`src/rtl/leo_palette_encoder.sv`:
```
// leo_palette_encoder
//   Inverse palette lookup: takes a {red,green,blue} pixel and returns the
//   palette index that holds that colour. A single comparator walks the
//   palette one entry per cycle. An exact match ends the walk early, and the
//   lowest matching index wins.
//
//   Optional feature (macro LEO_PALETTE_NEAREST_EN):
//     defined   - on a miss, return the entry with the smallest Manhattan
//                 colour distance. Ties keep the lowest index.
//     undefined - on a miss, return index 0. No distance logic is built.
//
//   Ports
//     Clk, Reset_n                 clock, synchronous active-low reset
//     pal_we/pal_waddr/pal_wdata   palette write port (accepted only in IDLE)
//     pix_valid/pix_ready/pix_rgb  pixel in (ready/valid)
//     idx_valid/idx_ready          result out (ready/valid)
//     idx, idx_exact               encoded index, exact-match flag
module leo_palette_encoder #(
  parameter int NUM_ENTRIES = 16,
  parameter int CH_W        = 4,
  localparam int IW         = $clog2(NUM_ENTRIES),
  localparam int PW         = 3*CH_W
) (
  input  logic          Clk,
  input  logic          Reset_n,
  input  logic          pal_we,
  input  logic [IW-1:0] pal_waddr,
  input  logic [PW-1:0] pal_wdata,
  input  logic          pix_valid,
  output logic          pix_ready,
  input  logic [PW-1:0] pix_rgb,
  output logic          idx_valid,
  input  logic          idx_ready,
  output logic [IW-1:0] idx,
  output logic          idx_exact
);

  typedef enum logic [1:0] {IDLE, SEARCH, OUT} state_t;

  state_t                         state, nstate;
  logic [NUM_ENTRIES-1:0][PW-1:0] pal;
  logic [PW-1:0]                  pix_q;
  logic [IW-1:0]                  cnt;
  logic [IW-1:0]                  idx_q;
  logic                           exact_q;
  logic [IW-1:0]                  miss_idx;
  logic                           hit, last, accept;

  // The qualification with Reset_n keeps both handshakes low while reset is
  // held. This blocks an accept into an aborted search and a result pulse
  // from a discarded search.
  assign pix_ready = (state == IDLE) & Reset_n;
  assign idx_valid = (state == OUT) & Reset_n;
  assign idx       = idx_q;
  assign idx_exact = exact_q;

  assign accept = pix_valid & pix_ready;
  assign hit    = (pal[cnt] == pix_q);
  assign last   = (cnt == IW'(NUM_ENTRIES-1));

`ifdef LEO_PALETTE_NEAREST_EN
  localparam int DW = CH_W + 2;   // sum of three CH_W-bit differences

  logic [IW-1:0] best_idx;
  logic [DW-1:0] best_dist;
  logic [DW-1:0] dist;
  logic          closer;

  function automatic logic [CH_W-1:0] absd(input logic [CH_W-1:0] a,
                                           input logic [CH_W-1:0] b);
    return (a > b) ? (a - b) : (b - a);
  endfunction

  assign dist = DW'(absd(pal[cnt][PW-1:2*CH_W],    pix_q[PW-1:2*CH_W]))
              + DW'(absd(pal[cnt][2*CH_W-1:CH_W],  pix_q[2*CH_W-1:CH_W]))
              + DW'(absd(pal[cnt][CH_W-1:0],       pix_q[CH_W-1:0]));
  // Strict less-than, so an equal distance later in the walk keeps the lower index.
  assign closer   = (dist < best_dist);
  // The entry compared in the last cycle can still be the closest one.
  assign miss_idx = closer ? cnt : best_idx;

  always_ff @(posedge Clk) begin
    if (!Reset_n) begin
      best_idx  <= '0;
      best_dist <= '1;
    end else if (state == IDLE && accept) begin
      best_idx  <= '0;
      best_dist <= '1;
    end else if (state == SEARCH && closer) begin
      best_idx  <= cnt;
      best_dist <= dist;
    end
  end
`else
  assign miss_idx = '0;
`endif

  always_ff @(posedge Clk) begin
    if (!Reset_n) state <= IDLE;
    else          state <= nstate;
  end

  always_comb begin
    nstate = state;
    case (state)
      IDLE:    if (accept)        nstate = SEARCH;
      SEARCH:  if (hit || last)   nstate = OUT;
      OUT:     if (idx_ready)     nstate = IDLE;
      default:                    nstate = IDLE;
    endcase
  end

  always_ff @(posedge Clk) begin
    if (!Reset_n) begin
      pal     <= '0;
      pix_q   <= '0;
      cnt     <= '0;
      idx_q   <= '0;
      exact_q <= 1'b0;
    end else begin
      // A write in the accept cycle lands before the first compare, so the
      // new search sees the new entry.
      if (pal_we && state == IDLE) pal[pal_waddr] <= pal_wdata;
      case (state)
        IDLE: if (accept) begin
          pix_q <= pix_rgb;
          cnt   <= '0;
        end
        SEARCH: begin
          if (hit) begin
            idx_q   <= cnt;
            exact_q <= 1'b1;
          end else if (last) begin
            idx_q   <= miss_idx;
            exact_q <= 1'b0;
          end
          // Hold at the top entry. The walk always exits there, so the counter never wraps.
          if (!last) cnt <= cnt + IW'(1);
        end
        default: ;
      endcase
    end
  end

endmodule

```
`config.mk`:
```
export PLATFORM = sky130hd
export DESIGN_NAME = leo_palette_encoder
export DESIGN_NICKNAME = d
export VERILOG_FILES = /design/src/rtl/leo_palette_encoder.sv
export SDC_FILE = /design/constraint.sdc
export NUM_CORES = 1
export LEC_CHECK = 0
export ABC_AREA = 1
export ABC_CLOCK_PERIOD_IN_PS = 4560
export CAP_MARGIN = 0
export CORE_ASPECT_RATIO = 1.25
export CORE_MARGIN = 2
export CORE_UTILIZATION = 35
export CTS_BUF_LIST = sky130_fd_sc_hd__clkbuf_8
export DETAILED_ROUTE_END_ITERATION = 16
export GPL_ROUTABILITY_DRIVEN = 0
export GPL_TIMING_DRIVEN = 0
export PLACE_DENSITY = 0.57
export SLEW_MARGIN = 20
export SYNTH_ARGS = -nofsm -noshare
export SYNTH_HDL_FRONTEND = slang
export SYNTH_SLANG_ARGS = --single-unit
```
`constraint.sdc`:
```
create_clock -name Clk -period 4.56 [get_ports Clk]
set_input_delay 0.684 -clock Clk [delete_from_list [all_inputs] [get_ports Clk]]
set_output_delay 0.684 -clock Clk [all_outputs]
set_load 0.02 [all_outputs]
```
After elaboration in Yosys (flattened, before gate mapping)
Index checks and enable logic that the tools add are counted.
{"block": "totals", "register_bits": 215, "latch_bits": 0, "ram_bits": 0, "mem_bits_ro": 0, "inputBits": 33, "word_cells": 62, "mem_count": 0}
{"block": "op_classes", "n_addsub": 1, "n_mul": 0, "n_div": 0, "n_lt_le_gt_ge": 3, "eq_ne": 8, "shifts": 0, "muxes": 16, "bitwise": 3, "n_reduce_logical": 10}
{"cell": "$bwmux 192", "count": 1}
{"cell": "$bmux 12 s4", "count": 1}
{"cell": "$demux 12 s4", "count": 1}
{"cell": "$mux 12", "count": 2}
{"cell": "$mux 4", "count": 4}
{"cell": "$eq 12x12->1", "count": 1}
{"cell": "$lt 4x5->1 const B", "count": 2}
{"cell": "$ne 2x2->1 const B", "count": 4}
{"cell": "$pmux 4 s2", "count": 1}
{"cell": "$mux 2", "count": 3}
{"cell": "$pmux 2 s3", "count": 1}
{"cell": "$reduce_and 3->1", "count": 2}
{"cell": "$add 4x1->4 const B", "count": 1}
{"cell": "$eq 4x4->1 const B", "count": 1}
{"cell": "$ge 4x1->1 const B", "count": 1}
{"cell": "$reduce_and 2->1", "count": 2}
{"cell": "$reduce_bool 2->1", "count": 2}
{"cell": "$and 1x1->1", "count": 3}
{"cell": "$eq 2x1->1 const B", "count": 1}
{"cell": "$eq 2x2->1 const B", "count": 1}
{"cell": "$logic_and 1x1->1", "count": 2}
{"cell": "$logic_not 2->1", "count": 1}
{"cell": "$mux 1", "count": 2}
{"cell": "$logic_or 1x1->1", "count": 1}

Logic depth before layout (Yosys ltp)
{"block": "depth", "ltp_word": 6, "ltp_mapped": 18, "mapped_depth_nobuf": 15}

Least setup slack after synthesis
Ideal clock, no wire load.
{"block": "synth_path", "path_type": "input to output", "from": "in Reset_n", "to": "out idx_valid", "arrival_time_ns": 1.496, "required_time_ns": 3.876, "path_slack_ns": 2.380, "stages": 4, "path_buffers": 2, "cell_sequence": "clkbuf_1 buf_1 nand2_1 nor2_1"}
{"block": "synth_via", "elab_chain_cells": 1}
{"item": "start, declared", "line_no": "25", "text": "input logic Reset_n,"}
{"item": "$and 1x1->1", "line_no": "53", "text": "assign idx_valid = (state == OUT) & Reset_n;"}
{"item": "end, declared", "line_no": "32", "text": "output logic idx_valid,"}
Every way passes these cells.

Final worst setup path
Ends and elaborated chain as after synthesis.

==> results.py <==
metrics = {
    "run_status": {
        "status": "completed",
    },
    "floorplanning": {
        "core-area_sq_um": 28200,
        "dieArea_sq_um": 29900,
        "dieWidth_microns": 155,
        "io-pin-count": 40,
        "die_h_microns": 193,
        "start_util": 0.353,
        "std_cell_rows": 69,
    },
    "logic_synthesis": {
        "ys_top_cells_by_count": "nand2_1, dfxtp_1, o21ai_0",
        "synth_area_leader_cell": "dfxtp_1",
        "synthMuxAreaShare": 0,
        "yosysMostFrequentCell": "nand2_1",
        "synth-adder-area-share": 0.00125,
        "syn-mean-instance-area_sq_um": 6.87,
        "ys_warn_count": 0,
        "ys_types": 32,
        "synth_area_sq_um": 9980,
        "ys_seq_area_frac": 0.431,
        "synth_top_family_by_area": "simple AND/OR/NAND/NOR gates",
        "syn_nets": 1487,
        "synth-compound-area-share": 0.209,
        "synth_xor_xnor_area_share": 0,
        "synth_seq_cells": 215,
        "synth_simple_gate_area_frac": 0.230,
        "synth_edf_count": 0,
        "synthCells": 1453,
        "synth-main-ff-cell": "dfxtp_1",
        "async_reset_ff_frac": 0,
        "netlist_top_cells_area": "dfxtp_1, o21ai_0, nand2_1",
        "synth_top_area_frac": 0.431,
    },
    "setup_path": {
        "reg2reg_slack_ps": 1670,
        "worstSetupEndpointType": "output pin",
        "start_kind": "primary input",
        "rr_startpoint": "cnt[1]",
        "worstPathRequired_ps": 3880,
        "crit_fanout": 10,
        "reg2regPathDepth": 13,
        "worstSetupPathType": "primary input to output pin",
        "reg2reg_to": "idx[2]",
        "crit_arrival_ps": 3180,
    },
    "clock_network": {
        "cts_buffers": 37,
        "path_clk_slew_ps": 60,
        "cts_resized": 0,
        "cts-root-buf": "clkbuf_8",
        "tritoncts": "done",
        "postCtsHoldBufs": 0,
        "cts_max_level": 2,
        "cts.sinks": 215,
        "postCtsSetupRepairBufs": 0,
        "clock_latency_ps": 560,
        "clockBufferDepth": 3,
    },
    "global_routing": {
        "grt_pass1_wl_microns": 58200,
        "track_usage": 0.265,
        "grt_pass1_vias": 9667,
        "overflow": 0,
        "grt_max_degree": 11,
        "antenna_found_initial": 0,
    },
    "job": {
        "cap_viol_max_count": 0,
    },
    "sta": {
        "setup_tns_ps": 0,
        "period_share": 0.848,
        "worst_slew_pin_slew_ps": 1010,
        "fin_crit_ps": 3870,
        "slew_viol_final": 0,
        "relSlewSlack": 0.325,
        "max_freq_mhz": 258,
        "rsz0062_at_grt": "no",
        "finalHoldViolations": 0,
        "final.setup.worst_slack_ps": 691,
        "finClkSkew_ps": 11.8,
        "setup_violations": 0,
    },
    "routing": {
        "avgViaCountPerCell": 5.27,
        "ant_nets": 0,
        "drc": 0,
        "drtPass1Iterations": 8,
        "dr_total_vias": 10081,
        "drt-total-wl_microns": 39600,
        "drt-initial-drc-count": 946,
        "routedWlPerCell_microns": 20.7,
    },
    "final_layout": {
        "fillCellCount": 3020,
        "diodes": 0,
        "drive_above_1_share": 0.0699,
        "nets": 1565,
        "seq_area_sq_um": 4300,
        "area_growth_pct": 15.9,
        "multiInputGateArea_sq_um": 4390,
    },
    "worst_hold_path": {
        "holdPathStages": 2,
        "hold_start": "pal[96]",
        "hold_end": "pal[96]",
        "hold_path_class": "flip-flop to flip-flop",
    },
    "place": {
        "place_hpwl_microns": 27600,
        "io_buffers": 39,
        "place_ws_ps": 780,
    },
    "pwr": {
        "powerDensity_nw_per_um2": 410,
        "fin_total_pwr_mw": 4.74,
        "p_leak_nw": 4.62,
        "ir_drop_uv": 134,
    },
}
## stage by stage
| step | hold WS (ps) | util | std cells | area [sq um] |
|---|---|---|---|---|
| after detailed placement | 443 | 0.383 | 1847 | 10800 |
| after CTS | 452 | 0.409 | 1914 | 11600 |
| after global placement | 436 | 0.383 | 1847 | 10800 |
| after global routing | 468 | 0.409 | 1914 | 11600 |
| after floorplan | 424 | - | 1453 | 9980 |
| final | 449 | 0.409 | 1914 | 11600 |
## worst max-delay path: stages
cell	delay, ps
clkdlybuf4s50_1	630
clkbuf_1	420
buf_1	620
nand2_1	120
nor2_1	110
clkdlybuf4s50_1	600
## cell usage in the layout (no fill, tap or decap), types with 4 or more instances in the layout
master           Yosys  final
inv_1              184    199
dfxtp_1            215    215
o21ai_1             11     11
a21oi_1            155    155
clkbuf_8             0     49
nor3_1               6      6
nor2_1             139    139
clkdlybuf4s50_1      0     39
clkbuf_1            65     65
nand4_1              4      4
o211ai_1            16     16
buf_4                5      5
buf_6               17     17
nand2_1            232    232
o21ai_0            215    215
buf_2               13     13
nand3_2              5      5
nand3_1            143    143
## kinds of logic (layout without fill, tap and decap cells)
logic type                 count (synthesis)  in the layout
DFF                                      215            215
adders and majority gates                  1              1
and+or+nand+nor                          540            540
buffers and inverters                    294            400
AOI/OAI and AO/OA                        403            403
## routing by layer
metal | track usage | up-vias | wire length, microns
li1 | - | 4870 | -
met1 | 0.304 | 4618 | 15300
met2 | 0.429 | 417 | 18000
met3 | 0.0528 | 176 | 2840
met4 | 0.217 | 0 | 3480
met5 | 0 | - | 0
## area by class of cell
| class | count | area share |
|---|---|---|
| repair buffers | 39 | 0.0338 |
| plain buffers | 104 | 0.0488 |
| well taps | 355 | 0.0384 |
| multi-input cells | 944 | 0.380 |
| clock buffers | 49 | 0.0583 |
| inverters | 190 | 0.0619 |
| flip-flops and latches | 215 | 0.372 |
| clock inverters | 18 | 0.00639 |
## report_power, final
group / switching, mW / internal, mW
combinational: 0.702 / 0.299
clock: 0.827 / 0.958
sequential: 0.0213 / 1.93
total: 1.55 / 3.19
## flip-flops by register name (all words and copies together) (netlist names)
register	count
idx	4
pal	192
idx_exact	1
cnt	4
pix_q	12
state	2
## worst max path at each step
stage            start  slack, ps   endpoint
5_1_grt        Reset_n        670  idx_valid
3_3_place_gp   Reset_n        770  idx_valid
4_1_cts        Reset_n        770  idx_valid
2_1_floorplan  Reset_n       2380  idx_valid
3_5_place_dp   Reset_n        780  idx_valid
6_report       Reset_n        690  idx_valid
Power figures use the tool's default switching activity.
